**config.mk**
```make
export PLATFORM = sky130hd
export DESIGN_NAME = booth_seq_multiplier
export DESIGN_NICKNAME = d
export VERILOG_FILES = /design/src/rtl/booth_seq_multiplier.sv
export SDC_FILE = /design/constraint.sdc
export NUM_CORES = 1
export LEC_CHECK = 0
export BUFFER_PORTS_ARGS = -buffer_cell sky130_fd_sc_hd__buf_2
export CORE_MARGIN = 10
export CORE_UTILIZATION = 45
export DETAILED_ROUTE_END_ITERATION = 12
export HOLD_SLACK_MARGIN = 0.03
export PLACE_DENSITY = 0.64
export SLEW_MARGIN = 15
export SYNTH_ARGS = -nofsm -noshare
export SYNTH_HDL_FRONTEND = slang
export SYNTH_SLANG_ARGS = --single-unit
```
**constraint.sdc**
```tcl
create_clock -name clk -period 3.88 [get_ports clk]
set_input_delay 0.388 -clock clk [delete_from_list [all_inputs] [get_ports clk]]
set_output_delay 0.388 -clock clk [all_outputs]
set_load 0.03 [all_outputs]
```
**src/rtl/booth_seq_multiplier.sv**
```systemverilog
// Sequential signed Booth multiplier, one recoding step per clock.
// RADIX4=0 retires one multiplier bit per step, RADIX4=1 retires two.
module booth_seq_multiplier #(
  parameter int unsigned WIDTH  = 32,
  parameter int unsigned RADIX4 = 0
) (
  input  logic                 clk,
  input  logic                 rst,
  input  logic                 start,
  input  logic [WIDTH-1:0]     multiplicand,
  input  logic [WIDTH-1:0]     multiplier,
  output logic                 busy,
  output logic                 done,
  output logic [2*WIDTH-1:0]   product
);

  localparam int unsigned Iter  = (RADIX4 != 0) ? WIDTH / 2 : WIDTH;
  localparam int unsigned CntW  = $clog2(Iter + 1);
  // Guard bits so that -M (radix-2) and -2M (radix-4) never overflow the accumulator.
  localparam int unsigned AccW  = (RADIX4 != 0) ? WIDTH + 2 : WIDTH + 1;
  localparam int unsigned Shift = (RADIX4 != 0) ? 2 : 1;
  localparam int unsigned CatW  = AccW + WIDTH + 1;

  typedef enum logic {
    StIdle,
    StRun
  } state_e;

  state_e               state_q, state_d;
  logic [AccW-1:0]      acc_q, acc_d;
  logic [WIDTH-1:0]     q_q, q_d;
  logic                 q1_q, q1_d;
  logic [WIDTH-1:0]     m_q, m_d;
  logic [CntW-1:0]      cnt_q, cnt_d;
  logic                 busy_q, busy_d;
  logic                 done_q, done_d;
  logic [2*WIDTH-1:0]   product_q, product_d;

  logic signed [AccW-1:0] m_ext;
  logic signed [AccW-1:0] addend;
  logic signed [AccW-1:0] sum;
  logic signed [CatW-1:0] cat;
  logic signed [CatW-1:0] shifted;
  logic [AccW-1:0]        acc_shift;
  logic [WIDTH-1:0]       q_shift;
  logic                   q1_shift;

  // Booth recoding of the low multiplier bits plus the appended q_1 bit.
  always_comb begin
    m_ext  = {{(AccW - WIDTH){m_q[WIDTH-1]}}, m_q};
    addend = '0;
    if (RADIX4 != 0) begin
      case ({q_q[1], q_q[0], q1_q})
        3'b001, 3'b010: addend = m_ext;
        3'b011:         addend = m_ext <<< 1;
        3'b100:         addend = -(m_ext <<< 1);
        3'b101, 3'b110: addend = -m_ext;
        default:        addend = '0;
      endcase
    end else begin
      case ({q_q[0], q1_q})
        2'b01:   addend = m_ext;
        2'b10:   addend = -m_ext;
        default: addend = '0;
      endcase
    end
  end

  // Add and arithmetic shift of {A, Q, q_1} in the same cycle.
  always_comb begin
    sum       = $signed(acc_q) + addend;
    cat       = {sum, q_q, q1_q};
    shifted   = cat >>> Shift;
    acc_shift = shifted[CatW-1 -: AccW];
    q_shift   = shifted[WIDTH:1];
    q1_shift  = shifted[0];
  end

  always_comb begin
    state_d   = state_q;
    acc_d     = acc_q;
    q_d       = q_q;
    q1_d      = q1_q;
    m_d       = m_q;
    cnt_d     = cnt_q;
    busy_d    = busy_q;
    done_d    = 1'b0;
    product_d = product_q;

    unique case (state_q)
      StIdle: begin
        if (start) begin
          acc_d   = '0;
          q_d     = multiplier;
          q1_d    = 1'b0;
          m_d     = multiplicand;
          cnt_d   = CntW'(Iter);
          busy_d  = 1'b1;
          state_d = StRun;
        end
      end
      StRun: begin
        acc_d = acc_shift;
        q_d   = q_shift;
        q1_d  = q1_shift;
        cnt_d = cnt_q - CntW'(1);
        if (cnt_q == CntW'(1)) begin
          product_d = {acc_shift[WIDTH-1:0], q_shift};
          done_d    = 1'b1;
          busy_d    = 1'b0;
          state_d   = StIdle;
        end
      end
      default: state_d = StIdle;
    endcase
  end

  always_ff @(posedge clk) begin
    if (rst) begin
      state_q   <= StIdle;
      acc_q     <= '0;
      q_q       <= '0;
      q1_q      <= 1'b0;
      m_q       <= '0;
      cnt_q     <= '0;
      busy_q    <= 1'b0;
      done_q    <= 1'b0;
      product_q <= '0;
    end else begin
      state_q   <= state_d;
      acc_q     <= acc_d;
      q_q       <= q_d;
      q1_q      <= q1_d;
      m_q       <= m_d;
      cnt_q     <= cnt_d;
      busy_q    <= busy_d;
      done_q    <= done_d;
      product_q <= product_d;
    end
  end

  assign busy    = busy_q;
  assign done    = done_q;
  assign product = product_q;

endmodule

```
Yosys cells after proc, flatten, opt, wreduce, memory -nomap -nowiden --
Index checks and enable logic that the tools add are counted.
Word-level totals: register bits after elaboration 171, input port bits 67, word-level logic and storage cells 38
Cells by class: reduce and logical (&&, ||, !) cells 4, add/sub/neg operators 3, bitwise gates (word level) 1, equal/unequal tests 5, multiplexer cells 16
Operators by type and width (count):
- one-hot mux 33 bit (2 select lines) | 2
- one-hot mux 32 bit (2 select lines) | 1
- adder 33 bit | 1
- 2-to-1 mux 33 bit | 1
- negator 32 -> 33 bit | 1
- 2-to-1 mux 32 bit | 1
- one-hot mux 6 bit (2 select lines) | 1
- == test 6 x 1 -> 1 bit (second input constant) | 1
- 2-to-1 mux 1 bit | 6
- 2-to-1 mux 6 bit | 1
- one-hot mux 1 bit (2 select lines) | 3
- AND reduction 2 bit | 3
- subtractor 6 x 1 -> 6 bit (second input constant) | 1
- == test 2 x 1 -> 1 bit (second input constant) | 1
- == test 2 bit (second input constant) | 1
- != test 2 x 1 -> 1 bit (second input constant) | 1
- != test 2 bit (second input constant) | 1
- OR reduction 2 bit | 1
- NOT 1 bit | 1

Depth between registers and ports, before layout --
Gate-level depths: netlist of the first run.
word-level depth 4, depth in mapped cells 20, gate-level depth less buffers 19

Worst setup path before layout of the first run --
OpenSTA, ideal clock, no wires.
path kind reg2reg, start register m_q[0], end register acc_q[31], period minus slack after synthesis 4.131 ns, slack -0.251 ns, required time 3.820 ns, path buffers 1, stages on the path, launching flop included 18, arrival time 4.071 ns, library setup time 0.060 ns, cell sequence dfxtp_1 -> or3_4 -> or3_4 -> nor3_1 -> nand2_1 -> or3_1 -> a21oi_1 -> nor3_1 -> ha_1 -> clkbuf_1 -> nand4_1 -> inv_1 -> o2111ai_1 -> a2111oi_0 -> o21ai_0 -> a21boi_0 -> mux2_2 -> nand2_1
On the way: longest elaborated chain between the ends 4
Ends and longest elaborated chain:
- from (decl) | line 33 | logic [WIDTH-1:0] m_q, m_d;
- from (signal assigned) | line 134 | m_q <= m_d;
- negator 32 -> 33 bit | line 63 | 2'b10: addend = -m_ext;
- one-hot mux 33 bit (2 select lines) * | line 61 | case ({q_q[0], q1_q})
- adder 33 bit * | line 71 | sum = $signed(acc_q) + addend;
- one-hot mux 33 bit (2 select lines) * | line 90 | unique case (state_q)
- to (signal assigned) | line 121 | acc_q <= '0;
- to (signal assigned) | line 131 | acc_q <= acc_d;
- to (decl) | line 30 | logic [AccW-1:0] acc_q, acc_d;
Every way passes the cells marked *; elsewhere a longest branch is shown, timed or not. A chain may end at the register's enable or synchronous reset.

Worst setup path in the final report of the first run --
start register m_q[0], end register acc_q[29]
Same word-level chain as after synthesis.

==> out/summary.txt, run 1 <==
outcome = finished with violations
failing checks = setup timing
Core Area = 20100 um^2
register area share after synthesis = 37.2%
diodes inserted = 0
Max Clock Skew = 0.0129 ns
HPWL Detailed = 19800 um
CP Class = flop to flop
final WL = 27800 um
Post-DRT Antenna Nets = 0
synth unique cells = 67
DP Cell Count = 1677
per-cell routed wire length = 16.0 um
IR drop worst, VDD = 282 uV
Syn-to-layout area delta = 35.8%
Critical Path RT = 4.19 ns
clock latency on the worst-skew pair = 0.44 ns
fin cells = 1734
Leak = 5.23 nW
crit path DAT = 4.38 ns
CTS Buf Count = 17
I/O pin count = 133
max-cap violations = 0
switch share = 28.8%
initial antenna violation count = 1
Hold Crit Class = input port to flop
final core utilization = 61.8%
pre-CTS WS = -0.232 ns
crit path max-delay cell type = a221o_2
Die Y = 163 um
PwrDens = 340 nW/um^2
Async S/R FF share, synth = 0%
CP Max Fanout = 4
clk sinks = 170
Iteration-0 DRC Markers = 434
Pint = 0.00301 W
number of flops mapped to enable cells by yosys = 0
share of cells above drive strength 1 = 30.9%
worst slew pin tran = 0.836 ns
routability congestion estimate = 0.910
largest net degree at the start of global routing = 82
# H-tree levels = 4
CTS tree = built
Synth warnings = 0
fin nets = 1556
Fin. Hold Viols = 0
max-slew violation count = 0
Vias per Instance = 5.37
clock-pin slew on the worst setup and hold paths = 0.07 ns
initial core utilization = 45.5%
port bufs = 132
CP Capture Type = flop
Cell Rows = 52
post-route minimum period = 4.07 ns
Critical Path, Cell by Cell = or3_4 -> or3_4 -> nor3_4 -> buf_4 -> nand3_2 -> o311a_1 -> nor3_2 -> ha_1 -> buf_6 -> a2111oi_4 -> a32oi_2 -> a221o_2 -> a21oi_2 -> buf_4 -> xor2_1 -> o21ai_1
Psw = 0.00122 W
syn_nets = 1322
number of global-route vias before repair = 9378
die footprint = 26400 um^2
synthesized area per cell = 7.51 um^2
Vias = 9314
hold_buf cts = 0
drt drc = 0
Overall Global Routing Usage = 20.6%
CP max stage delay = 0.46 ns
Top FF cell, synth = dfxtp_1
mapped cell area = 9150 um^2
crit path launch type = flop
combinational power share = 14.3%
Root Buffer = clkbuf_16
RSZ-0062 raised after global routing = true
Mapped Cells = 1217
final period utilization = 105%
first-pass GRT wire length = 45500 um
Clock Path Buffers = 2
Pre-antenna DRT Iters = 5
part of the power in the clock network = 41.8%
sequential power share = 44.0%
Yosys reg bits = 170
Overflow after GRT = 0
max_slew headroom = 44.3%
Fmax = 245 MHz
endpoints failing setup = 14
DIE WIDTH = 163 um
final worst slack = -0.194 ns
-- sequential cells by signal, indices dropped and copies added (netlist names) --
register  cells
busy          1
state_q       1
cnt_q         6
done          1
q1_q          1
q_q          32
acc_q        32
product      64
m_q          32
-- power groups by stage --
stage / Combinational [W] / Sequential, W / Clock [W]
3_3_place_gp: 0.000523 / 0.00189 / 0
5_1_grt: 0.000668 / 0.00187 / 0.00186
6_report: 0.000603 / 0.00186 / 0.00177
2_1_floorplan: 0.000335 / 0.00188 / 0
3_5_place_dp: 0.000531 / 0.00189 / 0
4_1_cts: 0.000561 / 0.00186 / 0.00180
-- layout by cell type (no fill, tap or decap), types with 5 or more instances in the layout --
cell / instances
o21ai_0: 20
buf_2: 131
nor3_1: 22
nand3_1: 19
o211ai_1: 5
a22o_1: 8
buf_6: 13
nor3b_1: 15
or4_1: 5
mux2i_1: 33
nor2_1: 131
a21oi_2: 22
nand2_1: 228
buf_4: 156
o21ai_1: 12
a311oi_2: 6
nor3_2: 6
a311oi_1: 6
a21o_1: 12
ha_1: 32
xor2_1: 8
a211oi_1: 5
nand3b_1: 7
inv_1: 24
clkbuf_16: 17
dfxtp_1: 167
or2_2: 5
or3_1: 7
o21a_1: 5
nand2_2: 5
xnor2_1: 12
a21oi_1: 170
nand4_1: 14
-- Yosys cell counts (6+ instances only) --
master	n	area share, %
clkbuf_1	76	3.1
xnor2_1	19	1.8
a21o_1	12	0.99
nand4_1	14	0.96
o21ai_0	37	2.0
nor3b_1	16	1.3
nand3_1	21	1.1
a311oi_1	12	1.1
or4_1	6	0.49
ha_1	37	5.1
nor2_1	137	5.6
a21oi_1	193	11
or3_1	8	0.55
mux2i_1	33	3.6
nand3b_1	7	0.57
xor2_1	10	0.96
nand2_1	233	9.6
buf_1	9	0.37
inv_1	25	1.0
nor3_1	28	1.5
nor2b_1	6	0.41
a211oi_1	8	0.66
a22o_1	8	0.77
dfxtp_1	170	37
-- final cells by class --
cell class                 instances  area [um^2]
clock buffer                      18          439
clock inverter                    14          175
fill                            1825         7680
inverter                          25         93.8
multi-input combinational        936         5970
sequential                       170         3410
tap                              270          338
timing repair buffer             301         1990
-- per-stage QoR --
step	hold WS (ns)	total power (W)	TNS (ns)	area [um^2]
floorplan	0.432	0.00222	-0.0183	9180
global placement	0.441	0.00242	-1.96	11000
detailed placement	0.444	0.00243	-2.72	11000
CTS	0.170	0.00422	-1.46	11900
global route	0.181	0.00440	-7.22	12400
finish	0.177	0.00423	-1.32	12400
-- repair_timing --
action,in CTS,in global routing
setup buffers,13,13
setup endpoints to repair,25,42
endpoints found under the hold margin,0,0
gates resized for setup,57,95
pin swaps,41,48
-- cells by family after synthesis --
logic type / share of synthesized area [%]
simple gates: 25.0
compound gates: 21.4
flops: 37.2
buf+inv: 4.60
fa+ha+maj: 5.28
mux: 3.74
xor+xnor: 2.78
-- final timing paths --
check,start,cells after the start,end,slack (ns)
max,m_q[0],16,acc_q[29],-0.19
min,multiplicand[18],3,m_q[18],0.18
max reg2reg,m_q[0],16,acc_q[29],-0.19
min reg2reg,product[3],2,product[3],0.45
-- per-layer routing --
metal / track usage (%) / routed length, um / vias up
li1: - / - / 4726
met1: 22.9 / 11600 / 4328
met2: 36.7 / 14000 / 208
met3: 5.21 / 1360 / 52
met4: 8.28 / 896 / 0
met5: 0 / 0 / -
-- critical path, delay by kind of cell, from the launching register on --
family	cells	cell delay, ns
fa+ha+maj	1	0.30
compound gates	6	1.62
flops	1	0.33
simple gates	5	1.14
xor+xnor	1	0.13
buf+inv	3	0.42
(Power assumes the default switching activity.)
==> inputs of run 2 (changes only) <==
CAP_MARGIN = 20   (was not set)
CELL_PAD_IN_SITES_DETAIL_PLACEMENT = 2   (was not set)
CELL_PAD_IN_SITES_GLOBAL_PLACEMENT = 2   (was not set)
CORE_UTILIZATION = 30   (was 45)
CTS_CLUSTER_SIZE = 40   (was not set)
PLACE_DENSITY = 0.73   (was 0.64)
==> run 2 against run 1 <==
The run still ends with setup timing left. Combinational power increased by 21%. Clock power about the same. Sequential share of layout area shrank 1.7 points. Clock-buffer cell count up 3. Non-clock buffer count is 31 higher. Final area rose by 6.7%. Critical path type unchanged. Critical endpoint is now product[56].
==> out/summary.txt, run 2 (synthesized netlist as in run 1, its figures left out) <==
outcome = finished with violations (unchanged)
failing checks = setup timing (unchanged)
Vias per Instance = 5.48 (was 5.37)
CP endpoint = product[56] (was acc_q[29])
CTS tree = built (unchanged)
sequential power share = 42.7% (was 44.0%)
hold_buf cts = 0 (unchanged)
# H-tree levels = 4 (unchanged)
Max Clock Skew = 0.0169 ns (was 0.0129 ns)
CP Max Fanout = 3 (was 4)
clock-pin slew on the worst setup and hold paths = 0.07 ns (about the same)
largest net degree at the start of global routing = 89 (was 82)
switch share = 30.4% (was 28.8%)
final period utilization = 118% (was 105%)
part of the power in the clock network = 40.5% (was 41.8%)
share of cells above drive strength 1 = 35.9% (was 30.9%)
R2R Setup Slk = -0.69 ns (was -0.19 ns)
most common cell after layout, fill and taps aside = nand2_1 (unchanged)
pre-CTS WS = -0.502 ns (was -0.232 ns)
Post-DP Area = 11200 um^2 (was 11000 um^2)
crit path DAT = 4.90 ns (was 4.38 ns)
Clock Path Buffers = 2 (unchanged)
Root Buffer = clkbuf_16 (unchanged)
max reg flops = 64 (unchanged)
DP Cell Count = 1810 (was 1677)
max-cap violations = 0 (unchanged)
Reg-to-Reg Start = m_q[0] (unchanged)
DIE WIDTH = 195 um (was 163 um)
per-cell routed wire length = 23.6 um (was 16.0 um)
clock latency on the worst-skew pair = 0.46 ns (was 0.44 ns)
max-slew violation count = 0 (unchanged)
die footprint = 37900 um^2 (was 26400 um^2)
end of the worst register-to-register path = product[56] (was acc_q[29])
initial core utilization = 30.6% (was 45.5%)
Leak = 5.43 nW (was 5.23 nW)
Psw = 0.00133 W (was 0.00122 W)
CP Class = flop to flop (unchanged)
number of global-route vias before repair = 11087 (was 9378)
Post-DRT Antenna Nets = 0 (unchanged)
Pre-antenna DRT Iters = 5 (unchanged)
Cell Rows = 63 (was 52)
Overall Global Routing Usage = 19.4% (was 20.6%)
HPWL Detailed = 26300 um (was 19800 um)
initial antenna violation count = 4 (was 1)
first-pass GRT wire length = 60000 um (was 45500 um)
Fin. Hold Viols = 0 (unchanged)
drt drc = 0 (unchanged)
most frequent cells in the layout = nand2_1 (220), buf_4 (171), dfxtp_1 (167), a21oi_1 (153), buf_2 (131) (was nand2_1 (228), a21oi_1 (170), dfxtp_1 (167), buf_4 (156))
CP startpoint = m_q[0] (unchanged)
final setup TNS = -20.45 ns (was -1.32 ns)
port bufs = 132 (unchanged)
Overflow after GRT = 0 (unchanged)
Critical Path RT = 4.21 ns (was 4.19 ns)
max_slew headroom = 31.7% (was 44.3%)
CP Capture Type = flop (unchanged)
Iteration-0 DRC Markers = 503 (was 434)
crit path launch type = flop (unchanged)
Syn-to-layout area delta = 45.0% (was 35.8%)
fin cells = 1885 (was 1734)
fin nets = 1587 (was 1556)
I/O pin count = 133 (unchanged)
RSZ-0062 raised after global routing = true (unchanged)
PwrDens = 330 nW/um^2 (was 340 nW/um^2)
worst-case reg-to-reg path depth = 21 (was 16)
IR drop worst, VDD = 303 uV (was 282 uV)
post-route minimum period = 4.57 ns (was 4.07 ns)
endpoints failing setup = 44 (was 14)
final WL = 44500 um (was 27800 um)
final worst slack = -0.689 ns (was -0.194 ns)
design area = 13300 um^2 (was 12400 um^2)
routability congestion estimate = 0.860 (was 0.910)
Die Y = 195 um (was 163 um)
combinational power share = 16.8% (was 14.3%)
Hold Crit Class = input port to flop (unchanged)
Vias = 10331 (was 9314)
Core Area = 29900 um^2 (was 20100 um^2)
Pint = 0.00304 W (was 0.00301 W)
Fmax = 219 MHz (was 245 MHz)
worst slew pin tran = 1.02 ns (was 0.836 ns)
clk sinks = 170 (unchanged)
CTS Buf Count = 17 (unchanged)
run 2: cell types whose count changed in the layout (fill, tap and decap cells not counted), sizes merged:
cell,delta
buf,+31
clkbuf,+3
clkinv,-3
clkinvlp,+1
diode,+1
inv,-2
run 2: layout make-up:
| class | count | area, um^2 |
|---|---|---|
| timing repair buffer | 332 | 2280 |
| sequential | 170 | 3410 |
| multi-input combinational | 936 | 6410 |
| tap | 390 | 488 |
| clock buffer | 21 | 470 |
| antenna | 1 | 2.50 |
| fill | 3366 | 16600 |
| clock inverter | 10 | 106 |
| inverter | 25 | 93.8 |
run 2: power groups by stage:
stage          Clock (W)  Sequential, W  Combinational (W)
2_1_floorplan          0        0.00188           0.000335
3_3_place_gp           0        0.00190           0.000541
3_5_place_dp           0        0.00190           0.000570
4_1_cts          0.00179        0.00187           0.000619
5_1_grt          0.00189        0.00188           0.000790
6_report         0.00177        0.00187           0.000732
run 2: per-layer routing:
metal	track usage (%)	wire [um]
met1	20.8	16600
met2	35.9	23900
met3	4.32	1780
met4	7.24	2200
met5	0	55
run 2: metrics by stage:
step | hold WS [ns] | util, % | power [W]
6_report | 0.166 | 44.4 | 0.00437
5_1_grt | 0.162 | 44.4 | 0.00456
4_1_cts | 0.157 | 41.2 | 0.00428
3_5_place_dp | 0.449 | 37.5 | 0.00247
3_3_place_gp | 0.440 | 37.5 | 0.00244
2_1_floorplan | 0.432 | - | 0.00222
run 2: worst min path at each step:
stage | startpoint | endpoint | cells past startpoint
2_1_floorplan | acc_q[24] | acc_q[24] | 2
3_3_place_gp | product[19] | product[19] | 2
3_5_place_dp | product[46] | product[46] | 2
4_1_cts | multiplicand[3] | m_q[3] | 3
5_1_grt | multiplicand[15] | m_q[15] | 3
6_report | multiplicand[3] | m_q[3] | 3
run 2: timing repair:
action	4_1_cts	5_1_grt
buffers inserted	20	25
setup endpoints to repair	37	44
pin swaps	51	54
cloned	0	0
hold endpoints to repair	0	0
resized for setup	87	165
run 2: critical path, cell delays in order, from the launching register on:
cell and delay [ns]:
dfxtp_2 0.34, inv_2 0.07, ha_4 0.12, nor3b_4 0.26, nand2_1 0.16, or3_4 0.43
nor3_4 0.19, buf_4 0.17, nand2_2 0.07, nand2_2 0.11, a21oi_2 0.07, nor2_1 0.16
ha_1 0.27, nand4_1 0.23, a211oi_2 0.34, a41oi_2 0.17, o211ai_1 0.24, a41oi_2 0.19
buf_6 0.18, o21ba_4 0.20, and4_1 0.15, a311o_1 0.31
